--- src/rtl/hazard_stall_ctrl.sv ---
// hazard_stall_ctrl: pipeline latch enable/flush producer.
// Drives the PC enable and the enable/flush pair of every pipeline latch.
// Handles load-use bubbles, EX-resolved redirects, memory waits and halt.
// Also keeps saturating stall and flush performance counters.
module hazard_stall_ctrl #(
  parameter int LOADUSE_BUBBLES = 1,
  parameter int CNT_W           = 32
) (
  input  logic             CLK,
  input  logic             RST,
  input  logic [4:0]       rs_ID,
  input  logic [4:0]       rt_ID,
  input  logic             uses_rs,
  input  logic             uses_rt,
  input  logic             memtoReg_EX,
  input  logic             RegWr_EX,
  input  logic [4:0]       wreg_EX,
  input  logic             redirect_EX,
  input  logic             ihit,
  input  logic             dmem_req_MEM,
  input  logic             dhit,
  input  logic             halt_MEM,
  output logic             pc_en,
  output logic             en_IFID,
  output logic             en_IDEX,
  output logic             en_EXMEM,
  output logic             en_MEMWB,
  output logic             flush_IFID,
  output logic             flush_IDEX,
  output logic             flush_EXMEM,
  output logic             halted,
  output logic [CNT_W-1:0] stall_cnt,
  output logic [CNT_W-1:0] flush_cnt
);

  typedef enum logic [1:0] {RUN, LUSTALL, HALTED} state_t;

  // Extra bubbles still owed after the first load-use cycle.
  localparam logic [1:0] BUB_INIT = 2'(LOADUSE_BUBBLES - 1);

  state_t     state, state_nxt;
  logic [1:0] bub_cnt, bub_cnt_nxt;
  logic       load_use;
  logic       freeze;
  logic       redirect_take;

  // Hazard detection: load in EX feeding a register that ID actually reads.
  always_comb begin
    load_use = memtoReg_EX && RegWr_EX && (wreg_EX != 5'd0) &&
               ((uses_rs && (rs_ID == wreg_EX)) || (uses_rt && (rt_ID == wreg_EX)));
    freeze   = dmem_req_MEM && !dhit;
  end

  // Next-state and latch control, applying the per-cycle priority order.
  always_comb begin
    state_nxt     = state;
    bub_cnt_nxt   = bub_cnt;
    redirect_take = 1'b0;
    pc_en         = 1'b1;
    en_IFID       = 1'b1;
    en_IDEX       = 1'b1;
    en_EXMEM      = 1'b1;
    en_MEMWB      = 1'b1;
    flush_IFID    = 1'b0;
    flush_IDEX    = 1'b0;
    flush_EXMEM   = 1'b0;
    halted        = 1'b0;
    if (RST) begin
      pc_en       = 1'b0;
      en_IFID     = 1'b0;
      en_IDEX     = 1'b0;
      en_EXMEM    = 1'b0;
      en_MEMWB    = 1'b0;
      flush_IFID  = 1'b1;
      flush_IDEX  = 1'b1;
      flush_EXMEM = 1'b1;
    end else begin
      case (state)
        RUN, LUSTALL: begin
          if (halt_MEM) begin
            pc_en     = 1'b0;
            en_IFID   = 1'b0;
            en_IDEX   = 1'b0;
            en_EXMEM  = 1'b0;
            state_nxt = HALTED;
          end else if (freeze) begin
            pc_en    = 1'b0;
            en_IFID  = 1'b0;
            en_IDEX  = 1'b0;
            en_EXMEM = 1'b0;
            en_MEMWB = 1'b0;
          end else if (state == LUSTALL) begin
            pc_en       = 1'b0;
            en_IFID     = 1'b0;
            flush_IDEX  = 1'b1;
            bub_cnt_nxt = 2'(bub_cnt - 2'd1);
            if (bub_cnt == 2'd1) begin
              state_nxt = RUN;
            end
          end else if (redirect_EX) begin
            flush_IFID    = 1'b1;
            flush_IDEX    = 1'b1;
            redirect_take = 1'b1;
          end else if (load_use) begin
            pc_en      = 1'b0;
            en_IFID    = 1'b0;
            flush_IDEX = 1'b1;
            if (LOADUSE_BUBBLES > 1) begin
              state_nxt   = LUSTALL;
              bub_cnt_nxt = BUB_INIT;
            end
          end else if (!ihit) begin
            pc_en      = 1'b0;
            flush_IFID = 1'b1;
          end
        end
        HALTED: begin
          pc_en    = 1'b0;
          en_IFID  = 1'b0;
          en_IDEX  = 1'b0;
          en_EXMEM = 1'b0;
          en_MEMWB = 1'b0;
          halted   = 1'b1;
        end
        default: begin
          state_nxt = RUN;
        end
      endcase
    end
  end

  // State and bubble counter register.
  always_ff @(posedge CLK) begin
    if (RST) begin
      state   <= RUN;
      bub_cnt <= 2'd0;
    end else begin
      state   <= state_nxt;
      bub_cnt <= bub_cnt_nxt;
    end
  end

  // Saturating performance counters for stalled cycles and taken redirects.
  always_ff @(posedge CLK) begin
    if (RST) begin
      stall_cnt <= '0;
      flush_cnt <= '0;
    end else begin
      if (!pc_en && (state != HALTED) && (stall_cnt != '1)) begin
        stall_cnt <= stall_cnt + CNT_W'(1);
      end
      if (redirect_take && (flush_cnt != '1)) begin
        flush_cnt <= flush_cnt + CNT_W'(1);
      end
    end
  end

endmodule

--- config.mk ---
export PLATFORM = sky130hd
export DESIGN_NAME = hazard_stall_ctrl
export DESIGN_NICKNAME = d
export VERILOG_FILES = /design/src/rtl/hazard_stall_ctrl.sv
export SDC_FILE = /design/constraint.sdc
export NUM_CORES = 1
export LEC_CHECK = 0
export CAP_MARGIN = 20
export CORE_AREA = 2 2 98 100
export CTS_CLUSTER_DIAMETER = 120
export DETAILED_ROUTE_END_ITERATION = 10
export DIE_AREA = 0 0 100 102
export GPL_TIMING_DRIVEN = 1
export PLACE_DENSITY = 0.67
export RECOVER_POWER = 25
export SLEW_MARGIN = 20
export SYNTH_ARGS = -nofsm -noshare
export SYNTH_HDL_FRONTEND = slang
export SYNTH_SLANG_ARGS = --single-unit
export TNS_END_PERCENT = 100
--- constraint.sdc ---
create_clock -name CLK -period 2.4 [get_ports CLK]
set_input_delay 0.48 -clock CLK [delete_from_list [all_inputs] [get_ports CLK]]
set_output_delay 0.48 -clock CLK [all_outputs]
set_load 0.1 [all_outputs]
Yosys cells after proc, flatten, opt, wreduce, memory -nomap -nowiden
Index checks and enable logic that the tools add are counted.

Add/sub/neg operators: 3. Eq/ne operators: 11. Multiplexer cells: 51. Bitwise gates (word level): 3. Reductions and logical operators: 17.

Operator list (number): $add A32 B1 Y32 const B (2); $ne A32 B32 Y1 const B (2); $mux W1 (42); $eq A5 B5 Y1 (2); $logic_and A1 B1 Y1 (9); $ne A3 B3 Y1 const B (3); $mux W2 (4); $pmux W1 S2 (4); $reduce_and A4 Y1 (2); $reduce_bool A5 Y1 (1); $eq A2 B1 Y1 const B (2); $pmux W2 S2 (1); $not A1 Y1 (3); $eq A2 B2 Y1 const B (1); $logic_not A1 Y1 (2); $logic_not A2 Y1 (1); $ne A2 B2 Y1 const B (1); $reduce_or A2 Y1 (1); $sub A2 B1 Y2 const B (1); $logic_or A1 B1 Y1 (1).

Register bits after elaboration: 68. Bits of input ports: 26. Output and inout port bits: 73. Logic and storage cells: 89.

Logic depth before layout (Yosys ltp)
Depth in word-level cells: 14. Mapped depth: 9. Gate-level depth less buffers: 8.

Least setup slack after synthesis
No wires, ideal clock.

Kind: input-to-output. Start: input RST. End: output en_MEMWB. Arrival: 3.291 ns. Required time: 1.920 ns. Slack: -1.371 ns. Cell stages on the path: 4. Path buffers: 3. Path through: clkbuf_1 clkbuf_1 clkbuf_1 a211oi_1.

Word-level cells in the longest chain between the ends: 1.

RTL lines: start, declared (RTL line 10) `input logic RST,`; $mux W1 (RTL line 68) `if (RST) begin`; end, declared (RTL line 27) `output logic en_MEMWB,`.

No other way between the ends.

Worst setup path in the final report
Start: input wreg_EX[1]. End: output flush_IDEX.

Word-level cells in the longest chain between the ends: 11. Elaborated cells on any way between the ends: 15. Classes of those cells: eq/ne (2); mux (7); reduce/logical (6).

RTL lines: start, declared (RTL line 17) `input logic [4:0] wreg_EX,`; $eq A5 B5 Y1 (RTL line 50) `((uses_rs && (rs_ID == wreg_EX)) || (uses_rt && (rt_ID == wreg_EX)));`; $logic_and A1 B1 Y1 (RTL line 50); $logic_or A1 B1 Y1 (RTL line 50); $logic_and A1 B1 Y1 * (RTL line 49) `load_use = memtoReg_EX && RegWr_EX && (wreg_EX != 5'd0) &&`; $mux W1 * (RTL line 104) `end else if (load_use) begin`; $mux W1 * (RTL line 100) `end else if (redirect_EX) begin`; $mux W1 * (RTL line 92) `end else if (state == LUSTALL) begin`; $mux W1 * (RTL line 86) `end else if (freeze) begin`; $mux W1 * (RTL line 80) `if (halt_MEM) begin`; $mux W1 * (RTL line 78) `case (state)`; $mux W1 * (RTL line 68); end, declared (RTL line 29) `output logic flush_IDEX,`.

Mark *: on every way between the ends. The rest lies on a longest branch, timed or not.

==> flow_metrics.tcl <==
set metrics [dict create \
    crit_path_cell_trace "buf_8 > buf_6 > xor2_1 > nor4_1 > and3_1 > o21ai_2 > nor2b_4 > o21bai_4 > buf_12" \
    path_class "in -> out" \
    yosys.cell_count.top_type "dfxtp_1" \
    dp.cells 643 \
    outcome "complete, no violations" \
    synth-edff-count 0 \
    numCtsBuffers 9 \
    p_switching_uw 673 \
    setup_tns_ps 0 \
    worst_slack_ps 75.6 \
    cts_buffer_depth 2 \
    design_area_um2 5020 \
    start_kind "input port" \
    syn_area_per_cell_um2 8.29 \
    wl_per_cell_um 14.6 \
    switching_share_pct 27.8 \
    hold_class "reg -> reg" \
    crit_path_max_fanout 3 \
    ios 99 \
    fin_cells 660 \
    crit_buf_inv 3 \
    p_clk_share_pct 40.8 \
    setup_viol 0 \
    slew_headroom_pct 22.3 \
    p_seq_share_pct 45.1 \
    synthArstFlopShare_pct 0 \
    placed_cell_area_um2 4880 \
    ys_seq_area_share_pct 36.5 \
    start_util_pct 39.1 \
    wirelength_um 9650 \
    drc_errors 0 \
    clk_latency_ps 350 \
    portBuffers 98 \
    grt_max_degree 44 \
    vias_per_cell 5.47 \
    fin_nets 572 \
    path_clk_slew_ps 70 \
    ir_drop_mv 0.234 \
    fmax_mhz 430 \
    grt_pass1_vias 3337 \
    grt_use_total_pct 18.9 \
    dominantRegCellSynth "dfxtp_1" \
    p_leak_uw 0.00190 \
    overflow 0 \
    ys_types 51 \
    htreeDepth 3 \
    cts_root_buffer "clkbuf_8" \
    synth_top_cells_by_count "dfxtp_1, nor2_1, a21oi_1" \
    yosysTopAreaCellShare_pct 36.5 \
    syn_to_final_growth_pct 40.7 \
    yosys.area.top_type "dfxtp_1" \
    cp.arrival_ps 1840 \
    place_congestion 0.815 \
    p_per_area_nw_per_um2 482 \
    worst-slew-pin-transition_ps 1170 \
    synth.cell_area_um2 3570 \
    antenna_found_initial 0 \
    cpLargestDelayFamily "simple AND/OR/NAND/NOR gates" \
    drt_iter0_markers 105 \
    core_um2 9110 \
    grt_pass1_wl_um 15500 \
    post-dp-hpwl_um 6790 \
    worstSetupEndpointType "output port" \
    max_cap_violations 0 \
    antenna_cells 0 \
    ys.warnings.count 0 \
    die_h_um 102 \
    internal-power_uw 1750 \
    ys_seq_elements 65 \
    final_util_pct 55.1 \
    die_area_um2 10200 \
    crit_slowest_cell "nor4_1" \
    min_period_ps 2320 \
    hold_viol 0 \
    ant_nets 0 \
    synth_area_leaders "dfxtp_1, nor2_1, xor2_1, a21oi_1, mux2_2" \
    drive_above_1_share_pct 33.7 \
    syn_inst 430 \
    max_stage_delay_ps 260 \
    chipWidth_um 100 \
    place_ws_ps -510 \
    reg2reg_slack_ps 160 \
    firstDrtPassIters 4 \
    syn_nets 458 \
    fin_skew_ps 10.4 \
    vias 3608 \
    rows 35 \
    power_frac_comb_pct 14.1 \
    cts_tree "built" \
    post-route-period-util_pct 96.9 \
    cts_sinks 65 \
    cp.required_ps 1920 \
    slew_violations 0 \
]
==> what timing repair did <==
action	4_1_cts	5_1_grt
cloned	0	0
gates resized for setup	50	11
endpoints found under the setup margin	28	5
pin swaps	14	9
hold buffers	0	0
setup buffers	2	0
==> layout make-up <==
type                       instances  area [um^2]
clock buffer                      12          155
clock inverter                     4         51.3
fill                             872         4090
inverter                           6         22.5
multi-input combinational        334         2320
sequential                        65         1310
tap                              111          139
timing repair buffer             128         1020
==> cells in the final DEF (no fill, tap or decap), types with 11 or more instances in the layout <==
cell type  count
buf_4         61
dfxtp_1       55
nor2_1        52
a21oi_1       25
clkbuf_2      23
nand2_1       21
xor2_1        20
or3_1         19
nand4_1       17
nand3_1       17
nor2b_1       16
xnor2_1       14
mux2_2        11
or4_1         11
clkbuf_8      11
==> through the flow <==
step                      power, uW  hold slack (ps)
after floorplan                1330              613
after global placement         1450              474
after detailed placement       1460              479
after CTS                      2450              491
after global routing           2510              511
final                          2420              491
==> tightest hold or removal path: cells and delay by family, from the launching register on <==
kind           cells  cell delay [ps]
AO/OA/AOI/OAI      2              100
flip-flops         1              350
==> path summary, 6_finish.rpt <==
kind,startpoint,to,cells past startpoint
setup / recovery,wreg_EX[1],flush_IDEX,9
hold / removal,stall_cnt[8],stall_cnt[8],2
setup reg to reg,stall_cnt[9],stall_cnt[16],6
hold reg to reg,stall_cnt[8],stall_cnt[8],2
==> registers in the layout, indices dropped and copies added, names as in the netlist <==
name and count:
state 1, stall_cnt 32, flush_cnt 32
==> routing by layer <==
metal,global-route usage [%],part of all wire (%),vias to the layer above
li1,-,-,1784
met1,24.3,46,1726
met2,30.4,47,88
met3,5.47,5.5,10
met4,6.85,1.5,0
met5,0,0,-
==> power groups by stage <==
stage / Combinational [uW] / Clock (uW) / Sequential (uW)
2_1_floorplan: 167 / 0 / 1160
3_3_place_gp: 337 / 0 / 1120
3_5_place_dp: 342 / 0 / 1120
4_1_cts: 338 / 1020 / 1090
5_1_grt: 360 / 1060 / 1090
6_report: 340 / 987 / 1090
==> cells by family (layout without fill, tap and decap cells) <==
family                     Yosys count  in the layout  synth area share, %
DFF                                 65             65                 36.5
buffers and inverters               31            150                 3.86
muxes                               14             14                 4.35
AOI/OAI and AO/OA                   60             60                 9.65
adders and majority gates            2              2                0.702
xor gates and xnor gates            34             34                 8.35
and+or+nand+nor                    224            224                 36.6
Note: power is estimated with default switching activity, not from simulation.
